## src/rtl/wash_cycle_ctrl.sv

```systemverilog
// ---------------------------------------------------------------------------
// wash_cycle_ctrl
//
// Top-level washing sequencer. One accepted coin runs a program through
// FILL_WATER -> WASH -> RINSE (-> WASH -> RINSE when a double wash was
// requested) -> SPIN, then returns to IDLE and flags completion.
// Every phase lasts UNITS * (BASE_TICKS << freq_q) clock cycles. freq_q is
// the frequency code latched at program start:
//    00 = x1, 01 = x2, 10 = x4, 11 = x8.
//
// Ports
//   clk          in   system clock
//   rst_n        in   asynchronous active-low reset
//   clk_freq     in   [1:0] frequency code, latched when a coin is accepted
//   coin_in      in   start request, level-sampled, accepted only in IDLE
//   double_wash  in   request one extra WASH+RINSE pass, latched with coin_in
//   timer_pause  in   freeze the phase timer, honoured only in SPIN
//   phase        out  [2:0] 0=IDLE 1=FILL_WATER 2=WASH 3=RINSE 4=SPIN
//                     (this is the FSM state register, exposed directly)
//   water_valve  out  1 only in FILL_WATER
//   motor_on     out  1 in WASH/RINSE/SPIN, forced 0 while SPIN is paused
//   wash_done    out  1 in IDLE after a completed program, cleared on the
//                     next accepted coin
//
// Start handshake: coin_in acts as a level "valid"; the controller is "ready"
// only while phase==IDLE. A coin is accepted on any rising edge where both
// hold; coin_in at any other time is simply dropped.
// ---------------------------------------------------------------------------
module wash_cycle_ctrl #(
   parameter int unsigned BASE_TICKS  = 60_000_000,
   parameter int unsigned FILL_UNITS  = 2,
   parameter int unsigned WASH_UNITS  = 5,
   parameter int unsigned RINSE_UNITS = 2,
   parameter int unsigned SPIN_UNITS  = 1,
   parameter int unsigned CNT_W       = 32
) (
   input  logic       clk,
   input  logic       rst_n,
   input  logic [1:0] clk_freq,
   input  logic       coin_in,
   input  logic       double_wash,
   input  logic       timer_pause,
   output logic [2:0] phase,
   output logic       water_valve,
   output logic       motor_on,
   output logic       wash_done
);

   localparam logic [2:0] PH_IDLE  = 3'd0;
   localparam logic [2:0] PH_FILL  = 3'd1;
   localparam logic [2:0] PH_WASH  = 3'd2;
   localparam logic [2:0] PH_RINSE = 3'd3;
   localparam logic [2:0] PH_SPIN  = 3'd4;

   localparam logic [CNT_W-1:0] BASE_C   = CNT_W'(BASE_TICKS);
   localparam logic [CNT_W-1:0] CNT_ONE  = CNT_W'(1);

   logic [2:0]       phase_q;
   logic [CNT_W-1:0] cnt_q;
   logic [1:0]       freq_q;
   logic             dbl_q;
   logic             done_q;

   logic [CNT_W-1:0] unit_ticks;
   logic [CNT_W-1:0] phase_units;
   logic [CNT_W-1:0] phase_limit;
   logic             last_cycle;
   logic             spin_paused;

   // One time unit in cycles, scaled by the frequency code latched at start.
   assign unit_ticks = BASE_C << freq_q;

   always_comb begin
      phase_units = '0;
      case (phase_q)
         PH_FILL:  phase_units = CNT_W'(FILL_UNITS);
         PH_WASH:  phase_units = CNT_W'(WASH_UNITS);
         PH_RINSE: phase_units = CNT_W'(RINSE_UNITS);
         PH_SPIN:  phase_units = CNT_W'(SPIN_UNITS);
         default:  phase_units = '0;
      endcase
   end

   assign phase_limit = phase_units * unit_ticks;
   assign last_cycle  = (cnt_q == (phase_limit - CNT_ONE));
   assign spin_paused = (phase_q == PH_SPIN) && timer_pause;

   always_ff @(posedge clk or negedge rst_n) begin
      if (!rst_n) begin
         phase_q <= PH_IDLE;
         cnt_q   <= '0;
         freq_q  <= 2'b00;
         dbl_q   <= 1'b0;
         done_q  <= 1'b0;
      end else if (phase_q == PH_IDLE) begin
         if (coin_in) begin
            phase_q <= PH_FILL;
            cnt_q   <= '0;
            done_q  <= 1'b0;
            freq_q  <= clk_freq;
            dbl_q   <= double_wash;
         end
      end else if (spin_paused) begin
         // Hold everything, including on the final SPIN cycle, so a pause
         // always delays completion rather than being skipped.
         cnt_q <= cnt_q;
      end else if (last_cycle) begin
         cnt_q <= '0;
         case (phase_q)
            PH_FILL:  phase_q <= PH_WASH;
            PH_WASH:  phase_q <= PH_RINSE;
            PH_RINSE: begin
               if (dbl_q) begin
                  // Only one extra pass: consume the flag on the way back.
                  phase_q <= PH_WASH;
                  dbl_q   <= 1'b0;
               end else begin
                  phase_q <= PH_SPIN;
               end
            end
            PH_SPIN: begin
               phase_q <= PH_IDLE;
               done_q  <= 1'b1;
            end
            default:  phase_q <= PH_IDLE;
         endcase
      end else begin
         cnt_q <= cnt_q + CNT_ONE;
      end
   end

   assign phase       = phase_q;
   assign water_valve = (phase_q == PH_FILL);
   assign motor_on    = ((phase_q == PH_WASH) || (phase_q == PH_RINSE) ||
                         (phase_q == PH_SPIN)) && !spin_paused;
   assign wash_done   = done_q;

endmodule

```

## config.mk

```make
export PLATFORM = sky130hd
export DESIGN_NAME = wash_cycle_ctrl
export DESIGN_NICKNAME = d
export VERILOG_FILES = /design/src/rtl/wash_cycle_ctrl.sv
export SDC_FILE = /design/constraint.sdc
export NUM_CORES = 1
export LEC_CHECK = 0
export ABC_AREA = 1
export CAP_MARGIN = 10
export CORE_ASPECT_RATIO = 1.5
export CORE_MARGIN = 2
export CORE_UTILIZATION = 59
export CTS_BUF_LIST = sky130_fd_sc_hd__clkbuf_8
export CTS_CLUSTER_SIZE = 28
export DETAILED_ROUTE_END_ITERATION = 16
export GPL_TIMING_DRIVEN = 0
export PLACE_DENSITY = 0.8
export SYNTH_ARGS = -nofsm -noshare
export SYNTH_HDL_FRONTEND = slang
export SYNTH_SLANG_ARGS = --single-unit
```

## constraint.sdc

```tcl
create_clock -name clk -period 3.4 [get_ports clk]
set_input_delay 1.02 -clock clk [delete_from_list [all_inputs] [get_ports clk]]
set_output_delay 1.02 -clock clk [all_outputs]
set_load 0.01 [all_outputs]
```

# After elaboration in Yosys (flattened, before gate mapping)
# Index checks and enable logic that the tools add are counted.
# classes
addsub	2
multipliers	1
n_div	0
n_lt_le_gt_ge	0
eq_ne	7
shifts	1
muxes	21
bitwise	0
reduce_logical	15
# ops
operator	count
two-way mux 32 bit	4
adder 32 x 1 -> 32 bit, second input constant	1
equality test 32 bit	1
multiplier 32 x 32 -> 32 bit	1
<< shifter 26 x 2 -> 32 bit, first input constant	1
subtractor 32 x 1 -> 32 bit, second input constant	1
one-hot mux 3 bit (3 select lines)	2
two-way mux 3 bit	5
two-way mux 1 bit	10
AND reduction 4 bit	2
equality test 3 x 2 -> 1 bit, second input constant	2
nonzero test 2 bit	3
AND reduction 2 bit	2
equality test 3 x 1 -> 1 bit, second input constant	1
equality test 3 bit, second input constant	1
logical NOT 3 bit	1
AND reduction 3 bit	1
logical AND 1 bit	2
logical OR 1 bit	2
inequality test 2 x 1 -> 1 bit, second input constant	1
inequality test 2 bit, second input constant	1
OR reduction 2 bit	1
logical NOT 1 bit	1
# word_totals
reg_bits	39
latch_bits	0
mem_bits_rw	0
rom_bits	0
out_inout_bits	6
word_cells	52
memories	0

# Depth between registers and ports, before layout
# Gate-level depths: netlist of the first run.
# depth
ltp_word	9
ltp_mapped	29

# Least setup slack after synthesis of the first run
# No wires, ideal clock.
# synth_timing
path_kind	register to register
start	reg phase_q[2], in the netlist phase[2]
end	reg cnt_q[10]
setup_time_ns	0.134
arrival_ns	3.506
required_ns	3.266
path_slack_ns	-0.240
stages_incl_launch_ff	26
n_path_buf	3
synth_period_minus_slack_ns	3.640
path_cell_list	dfrtp_1 buf_6 nor2_2 nand2_2 inv_1 nand2_1 ha_1 inv_1 fa_1 ha_1 buf_4 nand2_1 nand2_2 nand2_1 nand3_2 nand2_1 nand2_1 nand2_1 nand2_1 nand2_1 nand2_1 nor3_1 nand3_1 nand2_2 buf_4 a21oi_1
# synth_between
elab_chain_len	9
word_cells_on_any_way	17
classes_between	add/sub (1); mul (1); eq/ne (7); mux (4); reduce/logical (4)
# synth_lines
item	line	rtl
start, declared	58	logic [2:0] phase_q;
start signal, assigned	90	phase_q <= PH_IDLE;
start signal, assigned	97	phase_q <= PH_FILL;
start signal, assigned	110	PH_FILL: phase_q <= PH_WASH;
equality test 3 x 1 -> 1 bit or equality test 3 x 2 -> 1 bit (tied branches)	75	case (phase_q)
OR reduction 2 bit (no line)	--	
one-hot mux 3 bit (3 select lines)	75	
multiplier 32 x 32 -> 32 bit	84	assign phase_limit = phase_units * unit_ticks;
subtractor 32 x 1 -> 32 bit	85	assign last_cycle = (cnt_q == (phase_limit - CNT_ONE));
equality test 32 bit	85	
two-way mux 32 bit	107	end else if (last_cycle) begin
two-way mux 32 bit	103	end else if (spin_paused) begin
two-way mux 32 bit	95	end else if (phase_q == PH_IDLE) begin
end signal, assigned	106	cnt_q <= cnt_q;
end signal, assigned	128	cnt_q <= cnt_q + CNT_ONE;
end, declared	59	logic [CNT_W-1:0] cnt_q;
# Parallel ways exist; a longest one is shown, timed or not. The select of a mux whose other input is x is not followed.
# A chain may end at the register's enable or synchronous reset.

# Worst setup path after layout of the first run
# layout_timing
start	reg phase_q[2], in the netlist phase[2]
end	reg done_q, in the netlist wash_done
# layout_between
elab_chain_len	8
word_cells_on_any_way	17
classes_between	add/sub (1); mul (1); eq/ne (7); mux (2); reduce/logical (6)
# layout_lines
item	line	rtl
equality test 3 x 1 -> 1 bit or equality test 3 x 2 -> 1 bit (tied branches)	75	
OR reduction 2 bit (no line)	--	
one-hot mux 3 bit (3 select lines)	75	
multiplier 32 x 32 -> 32 bit	84	
subtractor 32 x 1 -> 32 bit	85	
equality test 32 bit	85	
nonzero test 2 bit (no line)	--	
AND reduction 4 bit (no line)	--	
end signal, assigned	94	done_q <= 1'b0;
end signal, assigned	99	done_q <= 1'b0;
end signal, assigned	123	done_q <= 1'b1;
end, declared	62	logic done_q;
# Parallel ways exist; a longest one is shown, timed or not.

==> results of run 1 <==
-- cell usage after synthesis (all sizes together) --
cell / instances
a21oi: 39
ha: 37
nand3b: 2
buf: 8
fa: 14
a21o: 1
dfrtp: 39
nor3b: 1
o31ai: 2
o41ai: 1
o22ai: 2
nor2: 66
xnor2: 16
a31oi: 1
nor3: 14
o21ai: 14
o21bai: 1
and2: 1
a22oi: 3
nand2: 233
nand3: 46
inv: 134
or2: 4
a21boi: 1
clkbuf: 5
nor4: 4
nand4: 17
xor2: 28
or4: 1
-- critical path: cells and delay by family, from the launching register on --
kind | cells | cell delay, ns
DFF | 1 | 0.39
adders and majority gates | 3 | 1.13
buffers and inverters | 9 | 0.95
and+or+nand+nor | 16 | 1.61
-- layout by cell type (no fill, tap or decap), types with 8 or more instances in the layout --
cell type,Yosys,final
sky130_fd_sc_hd__nand2_1,220,200
sky130_fd_sc_hd__inv_1,128,116
sky130_fd_sc_hd__nor2_1,64,42
sky130_fd_sc_hd__nand3_1,44,36
sky130_fd_sc_hd__dfrtp_1,39,36
sky130_fd_sc_hd__xor2_1,28,27
sky130_fd_sc_hd__buf_4,4,27
sky130_fd_sc_hd__nand2_2,12,23
sky130_fd_sc_hd__a21oi_2,2,23
sky130_fd_sc_hd__ha_1,37,23
sky130_fd_sc_hd__nand4_1,17,17
sky130_fd_sc_hd__nor2_2,2,15
sky130_fd_sc_hd__xnor2_1,16,15
sky130_fd_sc_hd__a21oi_1,37,14
sky130_fd_sc_hd__fa_1,14,14
sky130_fd_sc_hd__inv_2,6,13
sky130_fd_sc_hd__clkdlybuf4s50_1,0,11
sky130_fd_sc_hd__nor3_1,12,10
sky130_fd_sc_hd__nor2_4,0,9
sky130_fd_sc_hd__nand3_2,2,9
sky130_fd_sc_hd__ha_4,0,8
-- area by class of cell --
type / instances / area (sq um)
Buffer: 12 / 109
Clock buffer: 7 / 96.3
Clock inverter: 1 / 7.51
Fill cell: 561 / 1850
Inverter: 134 / 522
Multi-Input combinational cell: 549 / 3710
Sequential cell: 39 / 980
Tap cell: 105 / 131
Timing Repair Buffer: 49 / 502
-- layer usage --
metal	wire, um	up-vias	share of wire, %
met4	1290	0	8.2
met1	5470	2447	35
met3	777	97	5.0
li1	-	2412	-
met2	8140	278	52
met5	0	-	0
-- cells by family after synthesis --
family | share of synthesized area [%]
compound gates | 7.59
xor+xnor | 8.12
fa+ha+maj | 15.7
buf+inv | 12.4
flops | 20.6
simple gates | 35.6
-- worst paths after layout --
kind                                start        end  slack [ns]  depth (start not counted)
worst min-delay path            wash_done  wash_done        0.48                          2
worst max-delay path             phase[2]  wash_done       -0.79                         28
min in group asynchronous           rst_n   cnt_q[2]        0.83                          1
worst max register to register   phase[2]  wash_done       -0.79                         28
worst min register to register  wash_done  wash_done        0.48                          2
max in group asynchronous           rst_n   phase[1]        1.97                          1
-- timing repair --
| item | in CTS | in global routing |
|---|---|---|
| hold buffers | 0 | 0 |
| endpoints found under the setup margin | 35 | 35 |
| pin swaps | 15 | 47 |
| resized for setup | 33 | 109 |
| gates cloned | 1 | 2 |
| setup buffers | 16 | 19 |
-- state kept, by name, indices dropped and copies added (netlist names) --
register	cells
cnt_q	32
phase	3
dbl_q	1
freq_q	2
wash_done	1
-- metrics by stage --
stage          util, %  cell area, sq um  hold slack (ns)
3_5_place_dp      63.8              5050            0.467
3_3_place_gp      63.9              5050            0.454
2_1_floorplan        -              4800            0.443
5_1_grt           76.6              6050            0.512
6_report          76.6              6050            0.478
4_1_cts           68.8              5440            0.494
==> out/summary.txt, run 1 <==
RUN STATUS
--------------------------------------------------------------------------------
Result of the run ................................................. complete, but fails checks
Violations in the final reports ................................... setup timing

WORST SETUP PATH
--------------------------------------------------------------------------------
Longest individual stage delay on the worst path ..................      0.51 ns
CP required .......................................................      3.64 ns
Largest fanout of any net on the critical path ....................            7
Crit Path Class ...................................................   reg -> reg
Critical-path cell with the highest stage delay ................... sky130_fd_sc_hd__fa_1
Critical path startpoint category .................................         flop
Arrival time at the worst endpoint ................................      4.43 ns
Critical path endpoint category ...................................         flop
Most numerous cell on the critical path ........................... sky130_fd_sc_hd__nand2_1

DRT
--------------------------------------------------------------------------------
Mean routed wirelength per cell ...................................      17.5 um
Total number of vias ..............................................         5234
Detailed-routing iteration count for the pre-antenna-repair pass ..            6
Post-DRT Antenna Nets .............................................            0
Vias per cell .....................................................         5.84
Residual DRC count ................................................            0
Wire length after detailed routing ................................     15700 um
DRT iter0 DRCs ....................................................          480

FINAL LAYOUT
--------------------------------------------------------------------------------
Layout overhead on the synthesized area ...........................        27.6%
Final instance count without filler cells .........................          896
Final net count ...................................................          848
Share of cells above drive strength 1 .............................        24.8%
Antenna diode instance count ......................................            0

DIE
--------------------------------------------------------------------------------
Core Region .......................................................   7910 sq um
Row cnt ...........................................................           40
Boundary pin count ................................................           13
Die extent in x ...................................................      77.2 um
Height of the die .................................................       114 um
Initial core utilization ..........................................        60.0%
Total Die Area ....................................................   8790 sq um

PLACED DESIGN
--------------------------------------------------------------------------------
Worst slack at placement ..........................................    -0.807 ns
Hpwl dp ...........................................................     10300 um
Global placer's final weighted congestion .........................         1.01
Count of buffers from port buffering ..............................           12
Placed insts ......................................................          852

TIMING
--------------------------------------------------------------------------------
Pins Over Slew Limit ..............................................            0
Worst-case headroom to the max-slew limit .........................        40.8%
Min cycle time layout .............................................      4.19 ns
Final Hold Violating Endpoints ....................................            0
Tightest Pin Transition ...........................................     0.889 ns
Clk_skew ..........................................................    0.0135 ns
RSZ-0062 raised after global routing ..............................          yes
Final Setup Violations ............................................           35
Worst-case setup margin in the final layout .......................    -0.785 ns
Max frequency .....................................................      239 MHz
Total negative setup slack ........................................    -26.69 ns
Fin crit share ....................................................         123%

CLOCK NETWORK
--------------------------------------------------------------------------------
Clk sinks .........................................................           39
H-tree depth ......................................................            2
Clk_lat worst skew ................................................      0.31 ns
CTS tree ..........................................................          yes
Root buffer cell .................................................. sky130_fd_sc_hd__clkbuf_8
Buffer depth of the longest clock path ............................            2
Clock slew at reported path FFs ...................................      0.09 ns
Clock buffer count from CTS .......................................            5

LOGIC SYNTHESIS
--------------------------------------------------------------------------------
Synth Warn # ......................................................            0
Top area cells in the synthesized netlist ......................... sky130_fd_sc_hd__dfrtp_1 (21%), sky130_fd_sc_hd__nand2_1 (17%), sky130_fd_sc_hd__inv_1 (10%)
Share of the synthesized area in the top cell type ................        20.6%
Mean Syn Cell Area ................................................   6.46 sq um
Gate count after technology mapping ...............................          735
Net count of the mapped netlist ...................................          793
Sequential cell area fraction in the yosys report .................        20.6%
Cell area after technology mapping ................................   4750 sq um
Unique masters post-synth .........................................           40
Flip-flop and latch count after synthesis .........................           39
Cell accounting for the most synthesized area ..................... sky130_fd_sc_hd__dfrtp_1

GLOBAL ROUTE
--------------------------------------------------------------------------------
Pin count of the biggest net entering global routing ..............           40
Met2 layer usage reported by global route .........................        57.1%
Met1 Usage GRT ....................................................        33.6%
Most heavily used metal layer in global routing ...................         met2
Overall Global Routing Usage ......................................        31.9%
Global-route wire length before repair ............................     22100 um
Met3 layer usage reported by global route .........................        3.72%
Number of global-route vias before repair .........................         4866
Number of antenna violations at the first check in global routing .            0
Sum of overflow across all layers after global routing ............            0

JOB
--------------------------------------------------------------------------------
Maxcap violations .................................................            0

WORST HOLD PATH
--------------------------------------------------------------------------------
Path type of the worst min-delay path .............................   reg -> reg

Power of run 1 is not shown: default switching activity piles up to over one toggle a cycle in this logic, so the estimate is an artifact.
==> inputs of run 2 (changes only) <==
REMOVE_ABC_BUFFERS = 1   (was unset)
==> run 2 against run 1 <==
Net effect:
- critical endpoint is now cnt_q[26]
- global-route usage grew 0.70 points
- clock skew is 0.0020 ns lower
- design area is 2.7% lower
- the flow still finishes with violations (setup timing)
- utilization fell by 2.1 points
- first-iteration DRC count fell by 27%
==> out/summary.txt, run 2 (synthesis gave the netlist of run 1 again) <==
GLOBAL ROUTE
--------------------------------------------------------------------------------
Number of global-route vias before repair .........................         4937
Number of antenna violations at the first check in global routing .            0
Pin count of the biggest net entering global routing ..............           40
Global-route wire length before repair ............................     22800 um
Overall Global Routing Usage ......................................        32.6%
Sum of overflow across all layers after global routing ............            0

PLACED DESIGN
--------------------------------------------------------------------------------
Count of buffers from port buffering ..............................           12
Global placer's final weighted congestion .........................         1.01
Placed insts ......................................................          839
Hpwl dp ...........................................................      9810 um

TIMING
--------------------------------------------------------------------------------
Fin crit share ....................................................         120%
Worst-case headroom to the max-slew limit .........................        41.7%
Final Setup Violations ............................................           35
Clk_skew ..........................................................    0.0114 ns
Final Hold Violating Endpoints ....................................            0
Pins Over Slew Limit ..............................................            0
RSZ-0062 raised after global routing ..............................          yes
Max frequency .....................................................      246 MHz
Min cycle time layout .............................................      4.07 ns
Worst slack on hold paths .........................................     0.494 ns
Tightest Pin Transition ...........................................     0.874 ns
Worst-case setup margin in the final layout .......................    -0.665 ns

DIE
--------------------------------------------------------------------------------
Initial core utilization ..........................................        60.0%
Row cnt ...........................................................           40
Core Region .......................................................   7910 sq um
Total Die Area ....................................................   8790 sq um
Height of the die .................................................       114 um
Die extent in x ...................................................      77.2 um
Boundary pin count ................................................           13

WORST HOLD PATH
--------------------------------------------------------------------------------
Path type of the worst min-delay path .............................   reg -> reg
Source of the worst hold timing path ..............................        dbl_q

WORST SETUP PATH
--------------------------------------------------------------------------------
Critical path startpoint category .................................         flop
Critical path endpoint category ...................................         flop
Largest fanout of any net on the critical path ....................            8
Startpoint of the lowest-slack register-to-register path ..........     phase[1]
First element of the critical path ................................     phase[1]
Critical-path cell with the highest stage delay ................... sky130_fd_sc_hd__fa_1
Longest individual stage delay on the worst path ..................      0.53 ns
Critical path, cell by cell ....................................... inv_2 -> nor2_4 -> nand2_4 -> nand2_4 -> clkinvlp_4 -> nor2_1 -> fa_1 -> ha_4 -> nand2_4 -> inv_4 -> nand2_2 -> nand2_2 -> buf_4 -> nand3_1 -> nand4_1 -> a21o_1 -> nand2_1 -> nor3_2 -> nand3_4 -> nand2_8 -> clkbuf_16 -> a21oi_1
Arrival time at the worst endpoint ................................      4.21 ns
CP required .......................................................      3.55 ns
Most numerous cell on the critical path ........................... sky130_fd_sc_hd__nand2_4
Worst reg2reg setup slack .........................................     -0.67 ns
Crit Path Class ...................................................   reg -> reg

CLOCK NETWORK
--------------------------------------------------------------------------------
CTS tree ..........................................................          yes
Clock buffer count from CTS .......................................            5
Buffer depth of the longest clock path ............................            2
Root buffer cell .................................................. sky130_fd_sc_hd__clkbuf_8
Clk sinks .........................................................           39
Clk_lat worst skew ................................................      0.30 ns
Clock slew at reported path FFs ...................................      0.08 ns
H-tree depth ......................................................            2

JOB
--------------------------------------------------------------------------------
Maxcap violations .................................................            0

DRT
--------------------------------------------------------------------------------
Vias per cell .....................................................         5.66
Residual DRC count ................................................            0
Post-DRT Antenna Nets .............................................            0
Mean routed wirelength per cell ...................................      16.4 um
Uppermost routed layer ............................................         met4
Total number of vias ..............................................         4999
Met3 routed wirelength ............................................       581 um
Detailed-routing iteration count for the pre-antenna-repair pass ..            5
Wire length after detailed routing ................................     14500 um
DRT iter0 DRCs ....................................................          352
Wire length the detailed router placed on met1 ....................      5440 um
Routed wire length on met2 ........................................      7720 um

FINAL LAYOUT
--------------------------------------------------------------------------------
Antenna diode instance count ......................................            0
Layout overhead on the synthesized area ...........................        24.1%
Top reg by flops ..................................................        cnt_q
Most common library cell in the layout ignoring fill and taps ..... sky130_fd_sc_hd__nand2_1
Final net count ...................................................          835
Commonest cells after routing, fill and taps aside ................ sky130_fd_sc_hd__nand2_1 (200), sky130_fd_sc_hd__inv_1 (120), sky130_fd_sc_hd__nor2_1 (45)
Final instance count without filler cells .........................          883
Share of cells above drive strength 1 .............................        21.9%
Max FFs per register ..............................................           32
Filler instances ..................................................          595

RUN STATUS
--------------------------------------------------------------------------------
Result of the run ................................................. complete, but fails checks
Violations in the final reports ................................... setup timing

## run 2: path summary, 6_finish.rpt
| path | cells past startpoint | endpoint |
|---|---|---|
| setup / recovery | 22 | cnt_q[26] |
| hold / removal | 2 | dbl_q |
| setup reg to reg | 22 | cnt_q[26] |
| hold reg to reg | 2 | dbl_q |
| max in group asynchronous | 1 | freq_q[1] |
| min in group asynchronous | 1 | cnt_q[2] |
## run 2: through the flow
step                worst slack (ns)  area [sq um]  utilization [%]  setup TNS [ns]
global route                  -0.800          5890             74.5          -27.17
detailed placement             -1.74          4900             62.0          -51.97
finish                        -0.665          5890             74.5          -21.86
global placement               -1.65          4910             62.1          -49.35
CTS                           -0.539          5470             69.2          -17.74
floorplan                     -0.530          4660                -          -13.85
## run 2: final cells by class
type / count / area (sq um) / share of cell area, %
multi-input cells: 552 / 3740 / 63.5
flip-flops and latches: 39 / 980 / 16.6
inverters: 134 / 517 / 8.78
repair buffers: 45 / 420 / 7.14
well taps: 105 / 131 / 2.23
clock buffers: 7 / 96.3 / 1.64
clock inverters: 1 / 3.75 / 0.0637
## run 2: repair_timing
action | 4_1_cts | 5_1_grt
endpoints found under the setup margin | 35 | 35
hold buffers | 0 | 0
resized for setup | 54 | 83
gates cloned | 3 | 1
setup buffers | 24 | 8
pin swaps | 16 | 32
endpoints found under the hold margin | 0 | 0
## run 2: critical path, delay by kind of cell, from the launching register on
family / cells / cell delay [ns]
compound gates: 2 / 0.18
fa+ha+maj: 2 / 0.90
buf+inv: 5 / 0.62
flops: 1 / 0.43
simple gates: 13 / 1.75
## run 2: routing by layer
layer | track usage [%] | up-vias
met5 | 0 | -
met4 | 18.5 | 0
met3 | 3.64 | 62
met2 | 60.8 | 194
met1 | 35.2 | 2356
li1 | - | 2387
Power of run 2 is left out for the same reason.
==> inputs of run 3 (changes only) <==
--- a/config.mk
+++ b/config.mk
@@ -18,2 +18,3 @@
 export REMOVE_ABC_BUFFERS = 1
+export SKIP_CTS_REPAIR_TIMING = 1
 export SYNTH_ARGS = -nofsm -noshare
==> constraint.sdc (replaced) <==
create_clock -name clk -period 3.4 [get_ports clk]
set_input_delay 0.34 -clock clk [delete_from_list [all_inputs] [get_ports clk]]
set_output_delay 0.34 -clock clk [all_outputs]
set_load 0.01 [all_outputs]
==> run 3 against run 2 <==
Net effect:
- the run still ends with setup timing left
- sequential share of layout area grew 0.87 points
- die area did not move
- flip-flop and latch count is the same
- setup slack worse by 0.023 ns
- first-iteration DRC count down 31%
- non-clock buffer count decreased by 7
- via count decreased by 3.7%
- register-to-register slack lost 0.02 ns
- worst hold slack lost 0.34 ns
- maximum frequency shrank 0.55%
- count of clock-buffer cells in the layout stayed put
- utilization fell by 3.6 points
- highest routed layer unchanged
==> out/summary.txt, run 3 (synthesis gave the netlist of run 1 again) <==
FINAL LAYOUT
--------------------------------------------------------------------------------
Post-route cell area ..............................................   5600 sq um
Commonest cells after routing, fill and taps aside ................ sky130_fd_sc_hd__nand2_1 (212), sky130_fd_sc_hd__inv_1 (120), sky130_fd_sc_hd__nor2_1 (50)
Max FFs per register ..............................................           32
Share of cells above drive strength 1 .............................        17.3%
Final net count ...................................................          827
Filler instances ..................................................          662
Top reg by flops ..................................................        cnt_q
Most common library cell in the layout ignoring fill and taps ..... sky130_fd_sc_hd__nand2_1
Sequential Area ...................................................    981 sq um
Antenna diode instance count ......................................            0
Area of the multi-input gates .....................................   3560 sq um
Core utilization of the finished layout ...........................        70.9%
Layout overhead on the synthesized area ...........................        18.1%

DRT
--------------------------------------------------------------------------------
Detailed-routing iteration count for the pre-antenna-repair pass ..            5
Wire length after detailed routing ................................     13500 um
Residual DRC count ................................................            0
Vias per cell .....................................................         5.50
DRT iter0 DRCs ....................................................          243
Mean routed wirelength per cell ...................................      15.4 um
Total number of vias ..............................................         4813
Post-DRT Antenna Nets .............................................            0

TIMING
--------------------------------------------------------------------------------
Min cycle time layout .............................................      4.09 ns
Fin crit share ....................................................         120%
Clk_skew ..........................................................    0.0117 ns
Final Setup Violations ............................................           35
Worst-case setup margin in the final layout .......................    -0.688 ns
Pins Over Slew Limit ..............................................            0
Max frequency .....................................................      245 MHz
Tightest Pin Transition ...........................................     0.880 ns
Worst-case headroom to the max-slew limit .........................        41.4%
Final Hold Violating Endpoints ....................................            0
RSZ-0062 raised after global routing ..............................          yes

CLOCK NETWORK
--------------------------------------------------------------------------------
Buffer depth of the longest clock path ............................            2
Clk sinks .........................................................           39
H-tree depth ......................................................            2
Root buffer cell .................................................. sky130_fd_sc_hd__clkbuf_8
Clock buffer count from CTS .......................................            5
CTS tree ..........................................................          yes
Clock slew at reported path FFs ...................................      0.08 ns
Clk_lat worst skew ................................................      0.30 ns

WORST HOLD PATH
--------------------------------------------------------------------------------
Path type of the worst min-delay path .............................  in -> async

GLOBAL ROUTE
--------------------------------------------------------------------------------
Overall Global Routing Usage ......................................        29.7%
Pin count of the biggest net entering global routing ..............           40
Global-route wire length before repair ............................     20900 um
Number of global-route vias before repair .........................         4570
Sum of overflow across all layers after global routing ............            0
Number of antenna violations at the first check in global routing .            0

DIE
--------------------------------------------------------------------------------
Core Region .......................................................   7910 sq um
Height of the die .................................................       114 um
Die extent in x ...................................................      77.2 um
Total Die Area ....................................................   8790 sq um
Boundary pin count ................................................           13
Row cnt ...........................................................           40
Initial core utilization ..........................................        60.0%

WORST SETUP PATH
--------------------------------------------------------------------------------
CP required .......................................................      3.55 ns
Critical-path cell with the highest stage delay ................... sky130_fd_sc_hd__fa_2
Cell type group with the largest total delay on the critical path . simple AND/OR/NAND/NOR gates
Buffers and inverters on the worst path ...........................            5
Largest fanout of any net on the critical path ....................           12
Critical path startpoint category .................................         flop
Longest individual stage delay on the worst path ..................      0.56 ns
Critical path, cell by cell ....................................... inv_2 -> nor2_4 -> nand2_4 -> nand2_4 -> clkinvlp_4 -> nor2_4 -> inv_2 -> fa_1 -> inv_2 -> fa_2 -> nand2_1 -> nand2_1 -> nand2_1 -> nor2_1 -> nand2_1 -> a21oi_2 -> nand3_2 -> nor2_4 -> nand3_2 -> nor2_4 -> nand3_4 -> nand2_8 -> buf_12 -> a21oi_1
Crit Path Class ...................................................   reg -> reg
Critical path endpoint category ...................................         flop
Arrival time at the worst endpoint ................................      4.23 ns

PLACED DESIGN
--------------------------------------------------------------------------------
Count of buffers from port buffering ..............................           12
Total placed instance area ........................................   4900 sq um
Hpwl dp ...........................................................      9810 um
Global placer's final weighted congestion .........................         1.01

JOB
--------------------------------------------------------------------------------
Maxcap violations .................................................            0

RUN STATUS
--------------------------------------------------------------------------------
Result of the run ................................................. complete, but fails checks
Violations in the final reports ................................... setup timing

[run 3: stage by stage]
step	setup slack (ns)	setup TNS, ns	hold slack [ns]	instances
after global placement	-1.65	-49.35	0.453	839
after global routing	-0.858	-28.81	0.234	875
final	-0.688	-22.94	0.150	875
after CTS	-1.75	-52.48	0.176	847
after detailed placement	-1.74	-51.97	0.464	839
after floorplan	-0.530	-13.85	0.0444	722
[run 3: final timing paths]
path	startpoint	end	slack, ns	cells past startpoint
min in group clk	dbl_q	dbl_q	0.48	2
min	rst_n	cnt_q[2]	0.15	1
max in group asynchronous	rst_n	freq_q[1]	2.65	1
max reg2reg	phase[1]	cnt_q[22]	-0.69	24
min reg2reg	dbl_q	dbl_q	0.48	2
max	phase[1]	cnt_q[22]	-0.69	24
[run 3: cell type report]
class	instances	share of cell area, %
inverters	134	9.15
well taps	105	2.34
clock inverters	1	0.0670
flip-flops and latches	39	17.5
clock buffers	7	1.72
repair buffers	38	5.76
multi-input cells	551	63.5
[run 3: routing by layer]
metal,vias to the layer above,global-route usage [%],part of all wire [%]
met1,2239,33.5,38
li1,2366,-,-
met2,156,55.0,53
met4,0,15.6,5.4
met5,-,0,0
met3,52,2.69,3.4
[run 3: worst register-to-register path: cells and delay by family (launching register included)]
family,cells,cell delay [ns]
AND/OR/NAND/NOR,15,1.71
adder cells (fa/ha/maj),2,1.06
buffers and inverters,5,0.52
flip-flops,1,0.43
AO/OA/AOI/OAI,2,0.20
Power of run 3 is left out for the same reason.
